$ cat config.mk
export PLATFORM = sky130hd
export DESIGN_NAME = execute
export DESIGN_NICKNAME = d
export VERILOG_FILES = /design/src/rtl/execute.sv
export SDC_FILE = /design/constraint.sdc
export NUM_CORES = 1
export LEC_CHECK = 0
export CORE_ASPECT_RATIO = 0.6
export CORE_MARGIN = 5
export CORE_UTILIZATION = 50
export DETAILED_ROUTE_END_ITERATION = 7
export GPL_TIMING_DRIVEN = 1
export PLACE_DENSITY = 0.8
export SYNTH_ARGS = -nofsm -noshare
export SYNTH_HDL_FRONTEND = slang
export SYNTH_SLANG_ARGS = --single-unit
$ cat constraint.sdc
create_clock -name clk_i -period 4.55 [get_ports clk_i]
set_clock_uncertainty 0.2 [all_clocks]
set_input_delay 0.91 -clock clk_i [delete_from_list [all_inputs] [get_ports clk_i]]
set_output_delay 0.91 -clock clk_i [all_outputs]
set_load 0.005 [all_outputs]
$ cat src/rtl/execute.sv
// execute: ALU, branch resolution and the registered hand-off from decode to load-store.
// Optional EXECUTE_MISALIGN_EXC_EN adds misaligned_o for taken branches whose target has bit 1 set.
package ecap5_dproc_pkg;
    localparam logic [2:0] ALU_ADD = 3'd0, ALU_SLT = 3'd1, ALU_SLTU = 3'd2, ALU_XOR = 3'd3,
                           ALU_OR = 3'd4, ALU_AND = 3'd5, ALU_SHIFT = 3'd6;
    localparam logic [2:0] NO_BRANCH = 3'd0, BRANCH_BEQ = 3'd1, BRANCH_BNE = 3'd2, BRANCH_BLT = 3'd3,
                           BRANCH_BGE = 3'd4, BRANCH_BLTU = 3'd5, BRANCH_BGEU = 3'd6, BRANCH_UNCOND = 3'd7;
endpackage

module execute
    import ecap5_dproc_pkg::*;
(
    input  logic        clk_i,
    input  logic        rst_i,
    output logic        input_ready_o,
    input  logic        input_valid_i,
    input  logic [31:0] pc_i,
    input  logic [31:0] alu_operand1_i,
    input  logic [31:0] alu_operand2_i,
    input  logic [2:0]  alu_op_i,
    input  logic        alu_sub_i,
    input  logic        alu_shift_left_i,
    input  logic        alu_signed_shift_i,
    input  logic [2:0]  branch_cond_i,
    input  logic [19:0] branch_offset_i,
    input  logic        reg_write_i,
    input  logic [4:0]  reg_addr_i,
    input  logic        ls_enable_i,
    input  logic        ls_write_i,
    input  logic        ls_unsigned_load_i,
    input  logic [31:0] ls_write_data_i,
    input  logic [3:0]  ls_sel_i,
    input  logic        output_ready_i,
    output logic        output_valid_o,
    output logic [31:0] result_o,
    output logic        reg_write_o,
    output logic [4:0]  reg_addr_o,
    output logic        ls_enable_o,
    output logic        ls_write_o,
    output logic        ls_unsigned_load_o,
    output logic [31:0] ls_write_data_o,
    output logic [3:0]  ls_sel_o,
`ifdef EXECUTE_MISALIGN_EXC_EN
    output logic        misaligned_o,
`endif
    output logic        branch_o,
    output logic [31:0] branch_target_o
);
    logic [31:0] op1, op2, shifted, alu, target, result;
    logic [4:0]  shamt;
    logic        eq, lt, ltu, taken, mis;

    assign input_ready_o = output_ready_i;
    assign op1 = alu_operand1_i;
    assign op2 = alu_operand2_i;

    always_comb begin
        shamt   = op2[4:0];
        eq      = op1 == op2;
        lt      = $signed(op1) < $signed(op2);
        ltu     = op1 < op2;
        shifted = alu_shift_left_i ? op1 << shamt :
                  alu_signed_shift_i ? $unsigned($signed(op1) >>> shamt) : op1 >> shamt;
        alu     = alu_op_i == ALU_ADD   ? (alu_sub_i ? op1 - op2 : op1 + op2) :
                  alu_op_i == ALU_SLT   ? {31'b0, lt} :
                  alu_op_i == ALU_SLTU  ? {31'b0, ltu} :
                  alu_op_i == ALU_XOR   ? op1 ^ op2 :
                  alu_op_i == ALU_OR    ? op1 | op2 :
                  alu_op_i == ALU_AND   ? op1 & op2 :
                  alu_op_i == ALU_SHIFT ? shifted : 32'b0;
        taken   = branch_cond_i == BRANCH_UNCOND
                | (branch_cond_i == BRANCH_BEQ  &  eq)
                | (branch_cond_i == BRANCH_BNE  & ~eq)
                | (branch_cond_i == BRANCH_BLT  &  lt)
                | (branch_cond_i == BRANCH_BGE  & ~lt)
                | (branch_cond_i == BRANCH_BLTU &  ltu)
                | (branch_cond_i == BRANCH_BGEU & ~ltu);
        target  = branch_cond_i == BRANCH_UNCOND ? (op1 + op2) & ~32'h1
                                                 : pc_i + {{12{branch_offset_i[19]}}, branch_offset_i};
        result  = branch_cond_i == BRANCH_UNCOND ? pc_i + 32'd4 : alu;
    end

`ifdef EXECUTE_MISALIGN_EXC_EN
    assign mis = input_valid_i & taken & target[1];
`else
    assign mis = 1'b0;
`endif

    always_ff @(posedge clk_i) begin
        if (rst_i) begin
            output_valid_o     <= 1'b0;
            result_o           <= 32'b0;
            reg_write_o        <= 1'b0;
            reg_addr_o         <= 5'b0;
            ls_enable_o        <= 1'b0;
            ls_write_o         <= 1'b0;
            ls_unsigned_load_o <= 1'b0;
            ls_write_data_o    <= 32'b0;
            ls_sel_o           <= 4'b0;
            branch_o           <= 1'b0;
            branch_target_o    <= 32'b0;
`ifdef EXECUTE_MISALIGN_EXC_EN
            misaligned_o       <= 1'b0;
`endif
        end else if (output_ready_i) begin
            output_valid_o     <= input_valid_i;
            result_o           <= result;
            reg_write_o        <= input_valid_i & reg_write_i & ~mis;
            reg_addr_o         <= reg_addr_i;
            ls_enable_o        <= input_valid_i & ls_enable_i;
            ls_write_o         <= ls_write_i;
            ls_unsigned_load_o <= ls_unsigned_load_i;
            ls_write_data_o    <= ls_write_data_i;
            ls_sel_o           <= ls_sel_i;
            branch_o           <= input_valid_i & taken & ~mis;
            branch_target_o    <= target;
`ifdef EXECUTE_MISALIGN_EXC_EN
            misaligned_o       <= mis;
`endif
        end
    end
endmodule

==> flow_summary.toml <==
[power]
peakVddDrop_mv = 0.2038
leakage_nw = 8.729
powerDensity_nw_per_um2 = 210.9

[floorplanning]
die-width_um = 240.4
io_pins = 286
die_h_um = 148.3
fp-row-count = 50
initial_core_util_pct = 50.93
dieArea_um2 = 35650
core-area_um2 = 31280

[synthesis]
synthDistinctLibCells = 84
yosysWarnings = 0
syn-instance-count = 2139
synth_area_um2 = 15930
synthFlopType = "dfxtp_1"
syn_area_per_cell_um2 = 7.448
async_flop_share_pct = 0
synth_nets = 2445
ys_seq_area_share_pct = 13.95
synth_edf_count = 0
ys_ff_latch = 111

[critical_path]
crit_fanout = 9
cp-end-kind = "register"
worstPathArrival_ns = 4.49
start_kind = "input port"
cp-startpoint = "alu_operand1_i[12]"
crit_type = "in2reg"
required_ns = 4.67
timing.rr.start = "result_o[18]$_SDFFE_PP0P_"

[drt]
vias = 19896
wl_per_cell_um = 26.39
drt_iter0_markers = 2578
post-route-drc-count = 0
ant_nets = 0
via_per_inst = 6.715
wirelength_mm = 78.19
drt-pass1-iter-count = 7

[clocking]
cts_buffers = 9
clk_latency_ns = 0.37
cts_tree = "built"
cts_buffer_depth = 2
clockRootBuffer = "clkbuf_16"
cts.clk_slew.worst_paths_ns = 0.08
cts_htree_levels = 3
ctsHoldBuffers = 0
clock-sinks = 111

[sta]
slew_violations = 0
fmax_ghz = 0.2291
period_minus_slack_ns = 4.364
setup_slack_ns = 0.1857
finalSetupViolations = 0
hold_viol_final = 0
rsz0062_at_grt = "false"
max_slew_margin_pct = 17.48
tightest_slew_ns = 1.222
fin_crit_sh_pct = 95.92

[placed_design]
gp_congestion = 1.089
dp.cells = 2945
dp_hpwl_mm = 62.55
dp_slack_ns = -0.1515
port-buffer-count = 285

[layout]
final_common_cell = "nor2_1"
final_cell_mix = "nor2_1 (280), clkdlybuf4s50_1 (277), buf_4 (263), a21oi_1 (201), nand2_1 (149)"
syn_to_final_growth_pct = 31.50
fin_util_pct = 66.97
nets = 2846
fin_cells = 2963
drive_gt1_share_pct = 15.93
num-fill-cells = 2656

[global_route]
grt_usage_pct = 41.80
grt_pass1_wl_mm = 115.8
grt_pass1_vias = 19090
grt_max_degree = 65
grt_overflow = 0
antenna_found_initial = 6

[job]
maxCapViolCount = 0

[min_path]
hp-start = "result_o[3]$_SDFFE_PP0P_"
min-delay-path-class = "reg2reg"

[run_status]
status = "finished, final reports clean"
[cell usage after synthesis, types with 33 or more instances]
cell | number | area, um2
mux2i_1 | 82 | 820.8
xnor2_1 | 55 | 481.7
nand2_1 | 149 | 559.3
dfxtp_1 | 111 | 2222
nor3_1 | 65 | 325.3
nor2_1 | 281 | 1055
mux4_2 | 71 | 1599
inv_1 | 115 | 431.7
nand3_1 | 47 | 235.2
clkbuf_1 | 108 | 405.4
ha_1 | 129 | 1614
o21ai_0 | 143 | 715.7
xor2_1 | 33 | 289.0
a21oi_1 | 201 | 1006
[worst paths after layout]
kind	to	slack, ns	cells after the start
setup / recovery	result_o[29]$_SDFFE_PP0P_	0.19	14
hold reg to reg	result_o[3]$_SDFFE_PP0P_	0.25	2
setup reg to reg	result_o[18]$_SDFFE_PP0P_	3.03	3
hold / removal	result_o[3]$_SDFFE_PP0P_	0.25	2
[stage by stage]
stage	instance area, um2	power, mW	hold WS [ns]	setup TNS (ns)
2_1_floorplan	15940	2.387	0.2345	0
3_3_place_gp	20640	3.459	0.2331	-0.3908
3_5_place_dp	20640	3.494	0.2396	-0.9493
4_1_cts	20930	4.316	0.2495	0
5_1_grt	20950	4.591	0.2884	0
6_report	20950	4.418	0.2521	0
[power by group]
| part | leakage, nW | switching [mW] | internal (mW) | total, mW |
|---|---|---|---|---|
| clock | 0.134 | 0.392 | 0.437 | 0.829 |
| sequential | 0.917 | 0.0549 | 1.05 | 1.10 |
| combinational | 7.68 | 1.39 | 1.10 | 2.49 |
[registers in the layout, summed over array words and instances, names as in the netlist]
signal and cells:
reg_addr_o 5, ls_sel_o 4, ls_write_o 1, branch_o 1, ls_write_data_o 32, output_valid_o 1, result_o 32, reg_write_o 1
branch_target_o 32, ls_enable_o 1, ls_unsigned_load_o 1
[logic make-up (layout without fill, tap and decap cells)]
group	after synthesis	after routing	synth area share [%]
simple gates	685	685	19.59
compound gates	681	681	28.05
buf+inv	276	680	6.888
mux	166	166	16.18
fa+ha+maj	132	132	10.51
flops	111	111	13.95
xor+xnor	88	88	4.838
other cells	0	4	0
[area by class of cell]
class,instances,area (um2),area share [%]
clock inverter,3,45.04,0.2150
clock buffer,11,242.7,1.159
tap,416,520.5,2.485
antenna,4,10.01,0.04778
timing repair buffer,548,4832,23.07
sequential,111,2222,10.61
multi-input combinational,1752,12630,60.31
inverter,118,442.9,2.114
[worst max-delay path, cell delays in order]
cell             delay (ns)
clkdlybuf4s50_1        0.54
inv_1                  0.07
ha_1                   0.31
buf_4                  0.16
inv_1                  0.08
a2111oi_0              0.34
a2111oi_0              0.21
buf_4                  0.19
o31ai_2                0.45
o22ai_1                0.23
a211o_2                0.38
o41a_1                 0.31
a31o_1                 0.22
nand3_1                0.08
[per-layer routing]
| metal | vias to the layer above | wire [um] | track usage, % | share of wire (%) |
|---|---|---|---|---|
| met1 | 9458 | 31270 | 58.29 | 40 |
| met3 | 202 | 12340 | 17.03 | 16 |
| met2 | 1515 | 31760 | 59.06 | 41 |
| li1 | 8715 | - | - | - |
| met4 | 6 | 2773 | 12.76 | 3.5 |
| met5 | - | 45 | 0 | 0.058 |
[repair_timing]
| action | 4_1_cts | 5_1_grt |
|---|---|---|
| setup endpoints to repair | 0 | 2 |
| setup buffers | 0 | 0 |
| resized for setup | 0 | 2 |
Note: power is estimated with default switching activity, not from simulation.
